--- config.mk ---
export PLATFORM = sky130hd
export DESIGN_NAME = sat_compare_mux_flat
export DESIGN_NICKNAME = d
export VERILOG_FILES = /design/src/rtl/sat_compare_mux_pkg.sv /design/src/rtl/sat_compare_mux_if.sv /design/src/rtl/sat_compare_mux_pos.sv /design/src/rtl/sat_compare_mux.sv /design/src/flat_wrapper.sv
export SDC_FILE = /design/constraint.sdc
export NUM_CORES = 1
export LEC_CHECK = 0
export ABC_AREA = 1
export CORE_MARGIN = 8
export CORE_UTILIZATION = 55
export CTS_CLUSTER_SIZE = 24
export DETAILED_ROUTE_END_ITERATION = 8
export PLACE_DENSITY = 0.78
export SLEW_MARGIN = 0
export SYNTH_ARGS = -nofsm -noshare
export SYNTH_HDL_FRONTEND = slang
export SYNTH_HIERARCHICAL = 1
export SYNTH_SLANG_ARGS = --single-unit
--- constraint.sdc ---
create_clock -name clk -period 2.8 [get_ports clk]
set_input_delay 0.56 -clock clk [delete_from_list [all_inputs] [get_ports clk]]
set_output_delay 0.56 -clock clk [all_outputs]
set_load 0.01 [all_outputs]
--- src/rtl/sat_compare_mux_pkg.sv ---
// ---------------------------------------------------------------------------
// sat_cmp_pkg
// Shared definitions for the saturation A/B comparison stage.
// Contents:
//   mode_e         - output selection modes (raw / enhanced / fixed / sweep)
//   sweep_state_e  - divider sweep FSM encoding
//   RGB565 field widths, pixel position width, signed divider width
// ---------------------------------------------------------------------------
package sat_cmp_pkg;

  // RGB565 field widths; the packed pixel is the sum of the three fields.
  localparam int RGB_R_W = 5;
  localparam int RGB_G_W = 6;
  localparam int RGB_B_W = 5;
  localparam int RGB_W   = RGB_R_W + RGB_G_W + RGB_B_W;

  // Column / divider width and the one-bit-wider signed width used while
  // stepping the divider, so both underflow and overflow stay visible.
  localparam int POS_W = 11;
  localparam int DIV_W = POS_W + 1;

  typedef enum logic [1:0] {
    MODE_RAW   = 2'd0,
    MODE_DST   = 2'd1,
    MODE_SPLIT = 2'd2,
    MODE_SWEEP = 2'd3
  } mode_e;

  typedef enum logic [1:0] {
    SWEEP_HOLD  = 2'd0,
    SWEEP_RIGHT = 2'd1,
    SWEEP_LEFT  = 2'd2
  } sweep_state_e;

endpackage

--- src/rtl/sat_compare_mux_if.sv ---
// ---------------------------------------------------------------------------
// sat_compare_mux_if
// Pixel bus of the comparison stage: the aligned raw/enhanced input streams
// with their timing, the frame configuration pins, and the output stream.
// Modports:
//   master - source side: drives raw_data, dst_data, in_de, in_vs, mode,
//            split_x; receives out_data, out_de, out_vs
//   slave  - comparison stage side (the reverse directions)
// ---------------------------------------------------------------------------
interface sat_compare_mux_if;
  import sat_cmp_pkg::*;

  logic [RGB_W-1:0] raw_data;
  logic [RGB_W-1:0] dst_data;
  logic             in_de;
  logic             in_vs;
  logic [1:0]       mode;
  logic [POS_W-1:0] split_x;
  logic [RGB_W-1:0] out_data;
  logic             out_de;
  logic             out_vs;

  modport master (
    output raw_data, dst_data, in_de, in_vs, mode, split_x,
    input  out_data, out_de, out_vs
  );

  modport slave (
    input  raw_data, dst_data, in_de, in_vs, mode, split_x,
    output out_data, out_de, out_vs
  );

endinterface

--- src/rtl/sat_compare_mux_pos.sv ---
// ---------------------------------------------------------------------------
// pixel_pos_counter
// Tracks the column/line position of the pixel currently presented on a
// DE/VS video stream. Reusable by any overlay stage that needs coordinates.
// Ports:
//   clk, rst_n - pixel clock, asynchronous active-low reset
//   de, vs     - data enable and vertical sync of the incoming stream
//   x          - column of the pixel on the bus this cycle, saturating
//   y          - completed-line count in the current frame, saturating
//   vs_rise    - combinational pulse on the first cycle vs is high
// ---------------------------------------------------------------------------
module pixel_pos_counter
  import sat_cmp_pkg::*;
#(
  parameter int H_ACTIVE = 1280,
  parameter int V_ACTIVE = 720,
  parameter int X_W      = POS_W,
  parameter int Y_W      = $clog2(V_ACTIVE)
) (
  input  logic           clk,
  input  logic           rst_n,
  input  logic           de,
  input  logic           vs,
  output logic [X_W-1:0] x,
  output logic [Y_W-1:0] y,
  output logic           vs_rise
);

  localparam logic [X_W-1:0] X_LAST = X_W'(H_ACTIVE - 1);
  localparam logic [Y_W-1:0] Y_LAST = Y_W'(V_ACTIVE - 1);

  logic de_q;
  logic vs_q;
  logic de_fall;

  assign de_fall = de_q & ~de;
  assign vs_rise = vs & ~vs_q;

  // x holds the column of the pixel on the bus now; it parks at the last
  // column for over-long lines and is cleared during blanking so the next
  // line starts at 0. y counts line ends; a frame start clears it and wins
  // over a coincident line end. vs_q comes out of reset high so a vs that is
  // already high when reset lifts is not mistaken for a new frame.
  always_ff @(posedge clk or negedge rst_n) begin
    if (!rst_n) begin
      x    <= '0;
      y    <= '0;
      de_q <= 1'b0;
      vs_q <= 1'b1;
    end else begin
      de_q <= de;
      vs_q <= vs;

      if (de) begin
        if (x != X_LAST) begin
          x <= x + 1'b1;
        end
      end else begin
        x <= '0;
      end

      if (vs_rise) begin
        y <= '0;
      end else if (de_fall && (y != Y_LAST)) begin
        y <= y + 1'b1;
      end
    end
  end

endmodule

--- src/rtl/sat_compare_mux.sv ---
// ---------------------------------------------------------------------------
// sat_compare_mux
// A/B comparison stage for the saturation enhancement path. Selects per frame
// between the raw stream, the enhanced stream, or a split screen (raw left of
// a divider column, enhanced right, marker colour on the divider). In sweep
// mode the divider bounces across the screen by SWEEP_STEP each frame.
// Ports:
//   clk   - pixel clock
//   rst_n - asynchronous active-low reset
//   bus   - sat_compare_mux_if.slave: raw_data, dst_data, in_de, in_vs,
//           mode, split_x in; out_data, out_de, out_vs out (1 clk latency)
// ---------------------------------------------------------------------------
module sat_compare_mux
  import sat_cmp_pkg::*;
#(
  parameter int               H_ACTIVE   = 1280,
  parameter int               V_ACTIVE   = 720,
  parameter logic [RGB_W-1:0] LINE_COLOR = 16'hFFFF,
  parameter int               SWEEP_STEP = 4
) (
  input  logic                    clk,
  input  logic                    rst_n,
  sat_compare_mux_if.slave        bus
);

  localparam int Y_W = $clog2(V_ACTIVE);

  localparam logic [POS_W-1:0]        X_LAST   = POS_W'(H_ACTIVE - 1);
  localparam logic [POS_W-1:0]        X_MID    = POS_W'(H_ACTIVE / 2);
  localparam logic signed [DIV_W-1:0] DIV_LAST = DIV_W'(H_ACTIVE - 1);
  localparam logic signed [DIV_W-1:0] DIV_STEP = DIV_W'(SWEEP_STEP);
  localparam logic signed [DIV_W-1:0] DIV_ZERO = '0;

  logic [POS_W-1:0]        x;
  logic [Y_W-1:0]          line_y;
  logic                    vs_rise;

  mode_e                   shadow_mode;
  mode_e                   next_mode;
  sweep_state_e            state;
  sweep_state_e            next_state;
  logic [POS_W-1:0]        divider;
  logic [POS_W-1:0]        next_divider;
  logic [POS_W-1:0]        split_clamped;
  logic signed [DIV_W-1:0] div_ext;
  logic signed [DIV_W-1:0] div_up;
  logic signed [DIV_W-1:0] div_dn;
  logic [RGB_W-1:0]        pix_next;

  pixel_pos_counter #(
    .H_ACTIVE (H_ACTIVE),
    .V_ACTIVE (V_ACTIVE),
    .X_W      (POS_W),
    .Y_W      (Y_W)
  ) u_pos (
    .clk     (clk),
    .rst_n   (rst_n),
    .de      (bus.in_de),
    .vs      (bus.in_vs),
    .x       (x),
    .y       (line_y),
    .vs_rise (vs_rise)
  );

  // A divider beyond the visible area would never draw the marker, so the
  // requested column is pulled back onto the last active pixel.
  assign split_clamped = (bus.split_x > X_LAST) ? X_LAST : bus.split_x;

  // Shadow configuration and sweep state. Everything here only moves on a
  // frame start, so the picture never tears part-way down the screen. Reset
  // leaves the stage in raw passthrough with the divider mid-screen.
  always_ff @(posedge clk or negedge rst_n) begin
    if (!rst_n) begin
      state       <= SWEEP_HOLD;
      shadow_mode <= MODE_RAW;
      divider     <= X_MID;
    end else begin
      state       <= next_state;
      shadow_mode <= next_mode;
      divider     <= next_divider;
    end
  end

  // Next-state logic for the sweep. The divider is widened to a signed value
  // before stepping so a step past either edge shows up as >= last column or
  // <= 0, and is then clamped onto the edge while the direction flips.
  always_comb begin
    next_state   = state;
    next_mode    = shadow_mode;
    next_divider = divider;
    div_ext      = $signed({1'b0, divider});
    div_up       = div_ext + DIV_STEP;
    div_dn       = div_ext - DIV_STEP;

    if (vs_rise) begin
      next_mode = mode_e'(bus.mode);
      if (next_mode != MODE_SWEEP) begin
        next_state   = SWEEP_HOLD;
        next_divider = split_clamped;
      end else begin
        case (state)
          SWEEP_HOLD: begin
            next_divider = split_clamped;
            next_state   = SWEEP_RIGHT;
          end
          SWEEP_RIGHT: begin
            if (div_up >= DIV_LAST) begin
              next_divider = X_LAST;
              next_state   = SWEEP_LEFT;
            end else begin
              next_divider = div_up[POS_W-1:0];
            end
          end
          SWEEP_LEFT: begin
            if (div_dn <= DIV_ZERO) begin
              next_divider = '0;
              next_state   = SWEEP_RIGHT;
            end else begin
              next_divider = div_dn[POS_W-1:0];
            end
          end
          default: begin
            next_divider = split_clamped;
            next_state   = SWEEP_HOLD;
          end
        endcase
      end
    end
  end

  // Pixel selection. Blanking is forced to black; in the split modes the
  // divider column itself carries the marker colour, raw sits to its left
  // and enhanced to its right.
  always_comb begin
    pix_next = '0;
    if (bus.in_de) begin
      case (shadow_mode)
        MODE_RAW: pix_next = bus.raw_data;
        MODE_DST: pix_next = bus.dst_data;
        default: begin
          if (x == divider) begin
            pix_next = LINE_COLOR;
          end else if (x < divider) begin
            pix_next = bus.raw_data;
          end else begin
            pix_next = bus.dst_data;
          end
        end
      endcase
    end
  end

  // Output register: data, DE and VS all pass through exactly one stage so
  // the timing stays aligned with the selected pixel.
  always_ff @(posedge clk or negedge rst_n) begin
    if (!rst_n) begin
      bus.out_data <= '0;
      bus.out_de   <= 1'b0;
      bus.out_vs   <= 1'b0;
    end else begin
      bus.out_data <= pix_next;
      bus.out_de   <= bus.in_de;
      bus.out_vs   <= bus.in_vs;
    end
  end

endmodule

--- src/flat_wrapper.sv ---
// flat-port wrapper written by rule: the top's interface ports become plain ports
module sat_compare_mux_flat import sat_cmp_pkg::*;
#(
  parameter int               H_ACTIVE   = 1280,
  parameter int               V_ACTIVE   = 720,
  parameter logic [RGB_W-1:0] LINE_COLOR = 16'hFFFF,
  parameter int               SWEEP_STEP = 4
)
  (clk, rst_n, bus_raw_data, bus_dst_data, bus_in_de, bus_in_vs, bus_mode, bus_split_x, bus_out_data, bus_out_de, bus_out_vs);
  sat_compare_mux_if bus_i ();
  input  logic clk;
  input  logic rst_n;
  input wire logic [$bits(bus_i.raw_data)-1:0] bus_raw_data;
  input wire logic [$bits(bus_i.dst_data)-1:0] bus_dst_data;
  input wire logic [$bits(bus_i.in_de)-1:0] bus_in_de;
  input wire logic [$bits(bus_i.in_vs)-1:0] bus_in_vs;
  input wire logic [$bits(bus_i.mode)-1:0] bus_mode;
  input wire logic [$bits(bus_i.split_x)-1:0] bus_split_x;
  output wire logic [$bits(bus_i.out_data)-1:0] bus_out_data;
  output wire logic [$bits(bus_i.out_de)-1:0] bus_out_de;
  output wire logic [$bits(bus_i.out_vs)-1:0] bus_out_vs;
  assign bus_i.raw_data = bus_raw_data;
  assign bus_i.dst_data = bus_dst_data;
  assign bus_i.in_de = bus_in_de;
  assign bus_i.in_vs = bus_in_vs;
  assign bus_i.mode = bus_mode;
  assign bus_i.split_x = bus_split_x;
  assign bus_out_data = bus_i.out_data;
  assign bus_out_de = bus_i.out_de;
  assign bus_out_vs = bus_i.out_vs;
  sat_compare_mux #(.H_ACTIVE(H_ACTIVE), .V_ACTIVE(V_ACTIVE), .LINE_COLOR(LINE_COLOR), .SWEEP_STEP(SWEEP_STEP)) u_core (.clk(clk), .rst_n(rst_n), .bus(bus_i));
endmodule
==> results.yml, run 1 <==
final_layout:
  layout_commonest_cell: "nand2_1"
  layout.nets: 627
  fillers: 513
  regArea_um2: 1130
  diodes: 0
  syn_to_final_growth_pct: 24.3
  multi_input_area_um2: 1930
  drive_gt1_share_pct: 9.12
  final_cell_mix: "nand2_1 (130), inv_1 (74), clkdlybuf4s50_1 (65)"
pwr:
  power.density_nw_per_um2: 459
  irDropWorstVdd_mv: 0.281
  leakagePower_nw: 2.08
placement:
  port-buffer-count: 66
  place_congestion: 0.926
  hpwl_mm: 7.21
clocking:
  numCtsBuffers: 5
  cts.htree.levels: 2
  clk_latency_ns: 0.31
  cts_tree: "yes"
  hold_buffers: 0
  clkSinkCount: 45
  clockRootBuffer: "clkbuf_8"
  clk_pin_slew_worst_paths_ns: 0.10
  ctsLongestPathBuffers: 2
timing:
  max_slew.worst_pin.slew_ns: 0.792
  slew_viol_final: 0
  setup_viol: 0
  hold_violations: 0
  fin_crit_ns: 2.33
  whs_ns: 0.216
  period_share_pct: 83.3
  max_freq_mhz: 429
  timing.setup.tns_ns: 0
  relSlewSlack_pct: 47.2
  rsz0062_at_grt: "false"
  clock_skew_ns: 0.0112
routing:
  drt_first_pass_iters: 5
  via_per_inst: 5.51
  drt-initial-drc-count: 186
  dr_total_vias: 3493
  drt-wirelength-per-cell_um: 14.8
  drc: 0
  antenna_left: 0
  routed_wl_mm: 9.41
synth:
  yosys_warnings: 6
  synth.avg_cell_area_um2: 6.89
  syn_inst: 496
  synth_area_um2: 3420
  syn_nets: 565
setup_path:
  start_kind: "register"
  crit_buf_inv: 2
  end_kind: "register"
  worstSetupPathType: "register to register"
  max_stage_delay_ns: 0.59
  crit_slowest_cell: "dfstp_2"
  crit_chain: "inv_1 > ha_1 > nand2_1 > nor2_1 > nand3_1 > o2111ai_4 > o211ai_1 > nand2_1 > inv_1"
  critPathArrivalTime_ns: 2.59
  cp_top_family: "compound AO/OA/AOI/OAI gates"
  cp_max_fo: 32
  cp_data_required_time_ns: 3.06
global_route:
  grt_usage_pct: 21.4
  grt_max_degree: 33
  antenna_found_initial: 0
  overflow: 0
  grt_pass1_vias: 3373
  grt_pass1_wl_mm: 15.4
floorplan:
  die_h_um: 94.8
  die_w_um: 94.8
  rows: 28
  coreArea_um2: 5960
  io_pins: 67
  die_area_um2: 8990
  start_util_pct: 57.4
min_path:
  hp-class: "input port to asynchronous set/reset pin"
outcome:
  outcome: "finished clean"
flow_run:
  maxCapViolCount: 0
-- worst paths after layout --
path	end	slack (ns)	cells past startpoint	startpoint
worst max register to register	u_core/bus.out_data[5]$_DFF_PN0_	0.47	9	u_core/divider[9]$_DFFE_PN1P_
worst max-delay path	u_core/bus.out_data[5]$_DFF_PN0_	0.47	9	u_core/divider[9]$_DFFE_PN1P_
worst min-delay path	u_core/u_pos/x[3]$_DFFE_PN0P_	0.22	1	rst_n
max in group asynchronous	u_core/divider[9]$_DFFE_PN1P_	1.83	2	rst_n
min in group clk	u_core/state[1]$_DFFE_PN0P_	0.55	2	u_core/state[1]$_DFFE_PN0P_
worst min register to register	u_core/state[1]$_DFFE_PN0P_	0.55	2	u_core/state[1]$_DFFE_PN0P_
-- metrics by stage --
step | instances | total power [W] | cell area, um^2 | utilization, % | setup WS [ns]
floorplan | 496 | 0.00118 | 3420 | - | 0.855
finish | 634 | 0.00195 | 4250 | 71.4 | 0.468
global route | 634 | 0.00207 | 4250 | 71.4 | 0.266
CTS | 634 | 0.00196 | 4240 | 71.2 | 0.184
detailed placement | 626 | 0.00143 | 4120 | 69.2 | 0.220
global placement | 626 | 0.00141 | 4120 | 69.2 | 0.347
-- report_power, final --
| group | internal (W) | switching [W] |
|---|---|---|
| clock network | 0.000272 | 0.000255 |
| logic | 0.000267 | 0.000378 |
| registers | 0.000717 | 0.0000627 |
| total | 0.00126 | 0.000696 |
-- final cells by class --
class / instances / share of cell area, %
inverter: 80 / 7.07
timing repair buffer: 69 / 16.0
clock buffer: 5 / 1.62
tap: 75 / 2.21
multi-input combinational: 357 / 45.4
sequential: 45 / 26.6
clock inverter: 3 / 1.15
-- registers in the layout, indices dropped and copies added (netlist names) --
| name | cells |
|---|---|
| u_core/shadow_mode | 2 |
| u_core/state | 2 |
| u_core/bus.out_vs | 1 |
| u_core/u_pos/vs_q | 1 |
| u_core/bus.out_data | 16 |
| u_core/u_pos/x | 11 |
| u_core/divider | 11 |
| u_core/bus.out_de | 1 |
-- timing repair --
action                                  4_1_cts  5_1_grt
setup buffers                                 0        0
endpoints found under the hold margin         0        0
endpoints found under the setup margin        0       16
gates resized for setup                       0        1
-- metal layers --
metal	wire [um]	track usage, %
met5	0	0
met1	3970	25.2
met4	161	6.24
met3	822	6.90
met2	4450	36.2
Note: power is estimated with default switching activity, not from simulation.
==> run 2: changes to the inputs <==
==> constraint.sdc (replaced) <==
create_clock -name clk -period 2.3 [get_ports clk]
set_input_delay 0.46 -clock clk [delete_from_list [all_inputs] [get_ports clk]]
set_output_delay 0.46 -clock clk [all_outputs]
set_load 0.01 [all_outputs]
==> run 2 against run 1 <==
  * Sequential share of layout area about the same
  * Cell area increased by 0.18%
  * Sequential cell count unchanged
  * Hold slack improved by 0.018 ns
  * Critical path depth increased by 4
  * Global-route usage increased by 0.44 points
  * Core utilization increased by 0.13 points
  * Final cell count grew 0.63%
  * Critical path type unchanged
  * Largest cell class unchanged
  * Register-to-register slack worse by 0.24 ns
  * Critical endpoint is now u_core/divider[0]$_DFFE_PN0P_
  * Power rose by 16%
  * First-iteration DRC count shrank 20%
  * Count of clock-buffer cells in the layout up 2
==> results.yml, run 2 (synthesis results as in run 1) <==
clocking:
  cts.htree.levels: 2
  clockRootBuffer: "clkbuf_8"
  ctsLongestPathBuffers: 2
  clkSinkCount: 45
  hold_buffers: 0
  clk_latency_ns: 0.30
  post_cts_resized: 0
  cts_setup_buffers: 0
  cts_tree: "yes"
  numCtsBuffers: 5
  clk_pin_slew_worst_paths_ns: 0.09
timing:
  rsz0062_at_grt: "false"
  fin_crit_ns: 2.08
  max_slew.worst_pin.slew_ns: 0.603
  timing.setup.tns_ns: 0
  slew_viol_final: 0
  setup_viol: 0
  clock_skew_ns: 0.00582
  period_share_pct: 90.3
  relSlewSlack_pct: 59.7
  max_freq_mhz: 482
  hold_violations: 0
final_layout:
  largest-register: "u_core/bus.out_data"
  top_regs: "u_core/bus.out_data x16, u_core/divider x11, u_core/u_pos/x x11"
  diodes: 0
  final_cell_mix: "nand2_1 (130), inv_1 (74), clkdlybuf4s50_1 (65)"
  largest_reg_flops: 16
  drive_gt1_share_pct: 9.59
  syn_to_final_growth_pct: 24.6
  layout.nets: 631
  layout_commonest_cell: "nand2_1"
  final_cells: 638
setup_path:
  cp_max_fo: 13
  crit_chain: "inv_2 > ha_1 > nand2_1 > nand2_1 > nand2_1 > nor2_1 > nand2_1 > nor2_1 > nand2_1 > nand4_1 > nand3_1 > nand2_1 > nand2_1"
  end_kind: "register"
  r2r_slack_ns: 0.22
  start_kind: "register"
  cpMostUsedCell: "nand2_1"
  crit_buf_inv: 1
  cp_data_required_time_ns: 2.49
  max_stage_delay_ns: 0.44
  critPathArrivalTime_ns: 2.27
  reg2regPathDepth: 13
  worstSetupPathType: "register to register"
  crit_slowest_cell: "dfrtp_1"
  cp_top_family: "simple AND/OR/NAND/NOR gates"
  r2r_end: "u_core/divider[0]$_DFFE_PN0P_"
  r2r_start: "u_core/divider[2]$_DFFE_PN0P_"
pwr:
  irDropWorstVdd_mv: 0.302
  power.density_nw_per_um2: 534
  leakagePower_nw: 2.09
global_route:
  grt_usage_pct: 21.8
  met1_usage_pct: 25.7
  grt_pass1_wl_mm: 15.9
  overflow: 0
  grt_max_degree: 46
  antenna_found_initial: 0
  grt.busiest_layer: "met2"
  grt_pass1_vias: 3456
  met2_usage_pct: 37.3
  met3_usage_pct: 6.19
outcome:
  outcome: "finished clean"
floorplan:
  die_area_um2: 8990
  io_pins: 67
  coreArea_um2: 5960
  die_w_um: 94.8
  die_h_um: 94.8
  start_util_pct: 57.4
  rows: 28
placement:
  port-buffer-count: 66
  place_inst: 630
  place_congestion: 0.919
  hpwl_mm: 7.05
routing:
  drc: 0
  drt_first_pass_iters: 4
  via_per_inst: 5.46
  drt-initial-drc-count: 148
  drt-wirelength-per-cell_um: 14.6
  antenna_left: 0
  routed_wl_mm: 9.30
  dr_total_vias: 3483
flow_run:
  maxCapViolCount: 0
min_path:
  hp-class: "input port to asynchronous set/reset pin"
run 2: worst max path at each step:
stage                                  startpoint                           endpoint  slack [ns]  depth (start not counted)
global route        u_core/divider[2]$_DFFE_PN0P_      u_core/divider[0]$_DFFE_PN0P_        0.03                         13
global placement                      bus_mode[0]      u_core/divider[8]$_DFFE_PN0P_        0.21                          9
floorplan           u_core/divider[9]$_DFFE_PN1P_  u_core/bus.out_data[14]$_DFF_PN0_        0.36                         10
finish              u_core/divider[2]$_DFFE_PN0P_      u_core/divider[0]$_DFFE_PN0P_        0.22                         13
detailed placement                    bus_mode[1]      u_core/divider[8]$_DFFE_PN0P_        0.23                          9
CTS                 u_core/divider[9]$_DFFE_PN1P_  u_core/bus.out_data[13]$_DFF_PN0_        0.24                         11
run 2: metal layers:
metal	up-vias	wire length (um)
li1	1731	-
met4	0	163
met2	125	4480
met5	-	0
met1	1609	3930
met3	18	727
run 2: per-stage QoR:
step	worst slack, ns	hold WS [ns]	power (W)	instance area, um^2	utilization, %
after floorplan	0.355	0.164	0.00144	3420	-
after global placement	0.209	0.505	0.00173	4160	69.9
after detailed placement	0.229	0.520	0.00175	4160	69.9
after CTS	0.243	0.250	0.00229	4260	71.5
after global routing	0.0326	0.288	0.00243	4260	71.5
final	0.224	0.234	0.00227	4260	71.5
run 2: area by class of cell:
type,instances,area (um^2)
clock buffers,7,86.3
clock inverters,1,7.51
fillers,524,1700
inverters,80,300
multi-input cells,357,1920
flip-flops and latches,45,1130
well taps,75,93.8
repair buffers,73,721
run 2: where the power goes:
part	internal, W	leakage (nW)	switching (W)
Combinational	0.000333	1.48	0.000472
Sequential	0.000872	0.568	0.0000667
Clock	0.000245	0.0445	0.000285
Total	0.00145	2.09	0.000823
==> run 3: changes to the inputs <==
--- a/config.mk
+++ b/config.mk
@@ -11,6 +11,7 @@
 export CTS_CLUSTER_SIZE = 24
 export DETAILED_ROUTE_END_ITERATION = 8
 export PLACE_DENSITY = 0.78
+export RECOVER_POWER = 100
 export SLEW_MARGIN = 0
 export SYNTH_ARGS = -nofsm -noshare
 export SYNTH_HDL_FRONTEND = slang
==> run 3 against run 2 <==
  * Cell area decreased by 0.68%
  * Routed wire length increased by 0.14%
  * Final cell count unchanged
  * Register-to-register slack got worse by 0.02 ns
  * Via count decreased by 0.14%
  * Sequential cell count unchanged
==> results.yml, run 3 (synthesis results as in run 1) <==
outcome:
  outcome: "finished clean"
pwr:
  leakagePower_nw: 2.11
  power.density_nw_per_um2: 534
  irDropWorstVdd_mv: 0.302
clocking:
  clockRootBuffer: "clkbuf_8"
  hold_buffers: 0
  cts_tree: "yes"
  cts_setup_buffers: 0
  cts.htree.levels: 2
  clk_latency_ns: 0.30
  post_cts_resized: 0
  clk_pin_slew_worst_paths_ns: 0.09
  numCtsBuffers: 5
  clkSinkCount: 45
  ctsLongestPathBuffers: 2
setup_path:
  crit_slowest_cell: "dfrtp_1"
  cp_data_required_time_ns: 2.50
  critPathArrivalTime_ns: 2.30
  cpMostUsedCell: "nand2_1"
  cp_top_family: "simple AND/OR/NAND/NOR gates"
  worstSetupPathType: "register to register"
  max_stage_delay_ns: 0.50
  crit_buf_inv: 1
  end_kind: "register"
  crit_chain: "ha_1 > nand2_2 > nor2_4 > nand2_1 > xor2_1 > nor2b_2 > nand3_1 > nand2_1 > inv_2 > nand3_1 > nand2_1 > nand2_1"
  cp_max_fo: 6
  start_kind: "register"
final_layout:
  final_cells: 638
  top_regs: "u_core/bus.out_data x16, u_core/divider x11, u_core/u_pos/x x11"
  syn_to_final_growth_pct: 23.7
  drive_gt1_share_pct: 8.53
  layout_commonest_cell: "nand2_1"
  largest_reg_flops: 16
  final_cell_mix: "nand2_1 (131), inv_1 (74), nor2_1 (55)"
  diodes: 0
  fillers: 532
  layout.nets: 631
  largest-register: "u_core/bus.out_data"
routing:
  dr_total_vias: 3478
  drt-initial-drc-count: 152
  drc: 0
  routed_wl_mm: 9.32
  drt-wirelength-per-cell_um: 14.6
  drt_first_pass_iters: 5
  antenna_left: 0
  via_per_inst: 5.45
global_route:
  grt_pass1_vias: 3456
  antenna_found_initial: 0
  overflow: 0
  grt_pass1_wl_mm: 15.9
  grt_max_degree: 46
  grt_usage_pct: 21.8
floorplan:
  rows: 28
  die_area_um2: 8990
  start_util_pct: 57.4
  io_pins: 67
  die_w_um: 94.8
  coreArea_um2: 5960
  die_h_um: 94.8
flow_run:
  maxCapViolCount: 0
timing:
  slew_viol_final: 0
  rsz0062_at_grt: "false"
  max_freq_mhz: 476
  clock_skew_ns: 0.00342
  setup_viol: 0
  hold_violations: 0
  period_share_pct: 91.3
  max_slew.worst_pin.slew_ns: 1.13
  relSlewSlack_pct: 25.0
  fin_crit_ns: 2.10
  timing.setup.tns_ns: 0
placement:
  hpwl_mm: 7.05
  place_congestion: 0.919
  place_inst: 630
  port-buffer-count: 66
min_path:
  hp-class: "input port to asynchronous set/reset pin"
[run 3: worst paths after layout]
| path | from | end | slack (ns) | depth (start not counted) |
|---|---|---|---|---|
| min in group clk | u_core/state[1]$_DFFE_PN0P_ | u_core/state[1]$_DFFE_PN0P_ | 0.55 | 2 |
| worst min register to register | u_core/state[1]$_DFFE_PN0P_ | u_core/state[1]$_DFFE_PN0P_ | 0.55 | 2 |
| worst max-delay path | u_core/divider[3]$_DFFE_PN0P_ | u_core/divider[3]$_DFFE_PN0P_ | 0.20 | 12 |
| worst max register to register | u_core/divider[3]$_DFFE_PN0P_ | u_core/divider[3]$_DFFE_PN0P_ | 0.20 | 12 |
| worst min-delay path | rst_n | u_core/u_pos/x[2]$_DFFE_PN0P_ | 0.45 | 2 |
| max in group asynchronous | rst_n | u_core/bus.out_vs$_DFF_PN0_ | 1.17 | 2 |
[run 3: final cells by class]
type	instances	area (um^2)	share of cell area, %
Multi-Input combinational cell	357	1900	44.9
Sequential cell	45	1130	26.7
Timing Repair Buffer	73	714	16.9
Inverter	80	300	7.10
Tap cell	75	93.8	2.22
Clock buffer	7	86.3	2.04
Clock inverter	1	7.51	0.178
[run 3: per-layer routing]
layer	GRT usage [%]	vias to the layer above	share of wire (%)
li1	-	1727	-
met1	25.7	1607	42
met2	37.3	127	49
met3	6.19	17	8.0
met4	7.41	0	1.7
met5	0	-	0
[run 3: metrics by stage]
step	total power, W	utilization, %	worst slack, ns	instance area, um^2	hold slack [ns]
finish	0.00226	71.0	0.201	4230	0.445
global route	0.00241	71.0	0.0249	4230	0.556
CTS	0.00229	71.5	0.243	4260	0.250
detailed placement	0.00175	69.9	0.229	4160	0.520
global placement	0.00173	69.9	0.209	4160	0.505
floorplan	0.00144	-	0.355	3420	0.164
[run 3: report_power, final]
group          switching (W)  leakage, nW  internal, W
registers          0.0000652        0.568     0.000872
clock network       0.000289       0.0445     0.000245
logic               0.000471         1.50     0.000317
total               0.000824         2.11      0.00143
[run 3: worst reg2reg max path, stage by stage, from the launching register on]
cell and delay [ns]:
dfrtp_1 0.50, ha_1 0.26, nand2_2 0.10, nor2_4 0.14
nand2_1 0.08, xor2_1 0.15, nor2b_2 0.17, nand3_1 0.14
nand2_1 0.13, inv_2 0.13, nand3_1 0.09, nand2_1 0.06
nand2_1 0.05
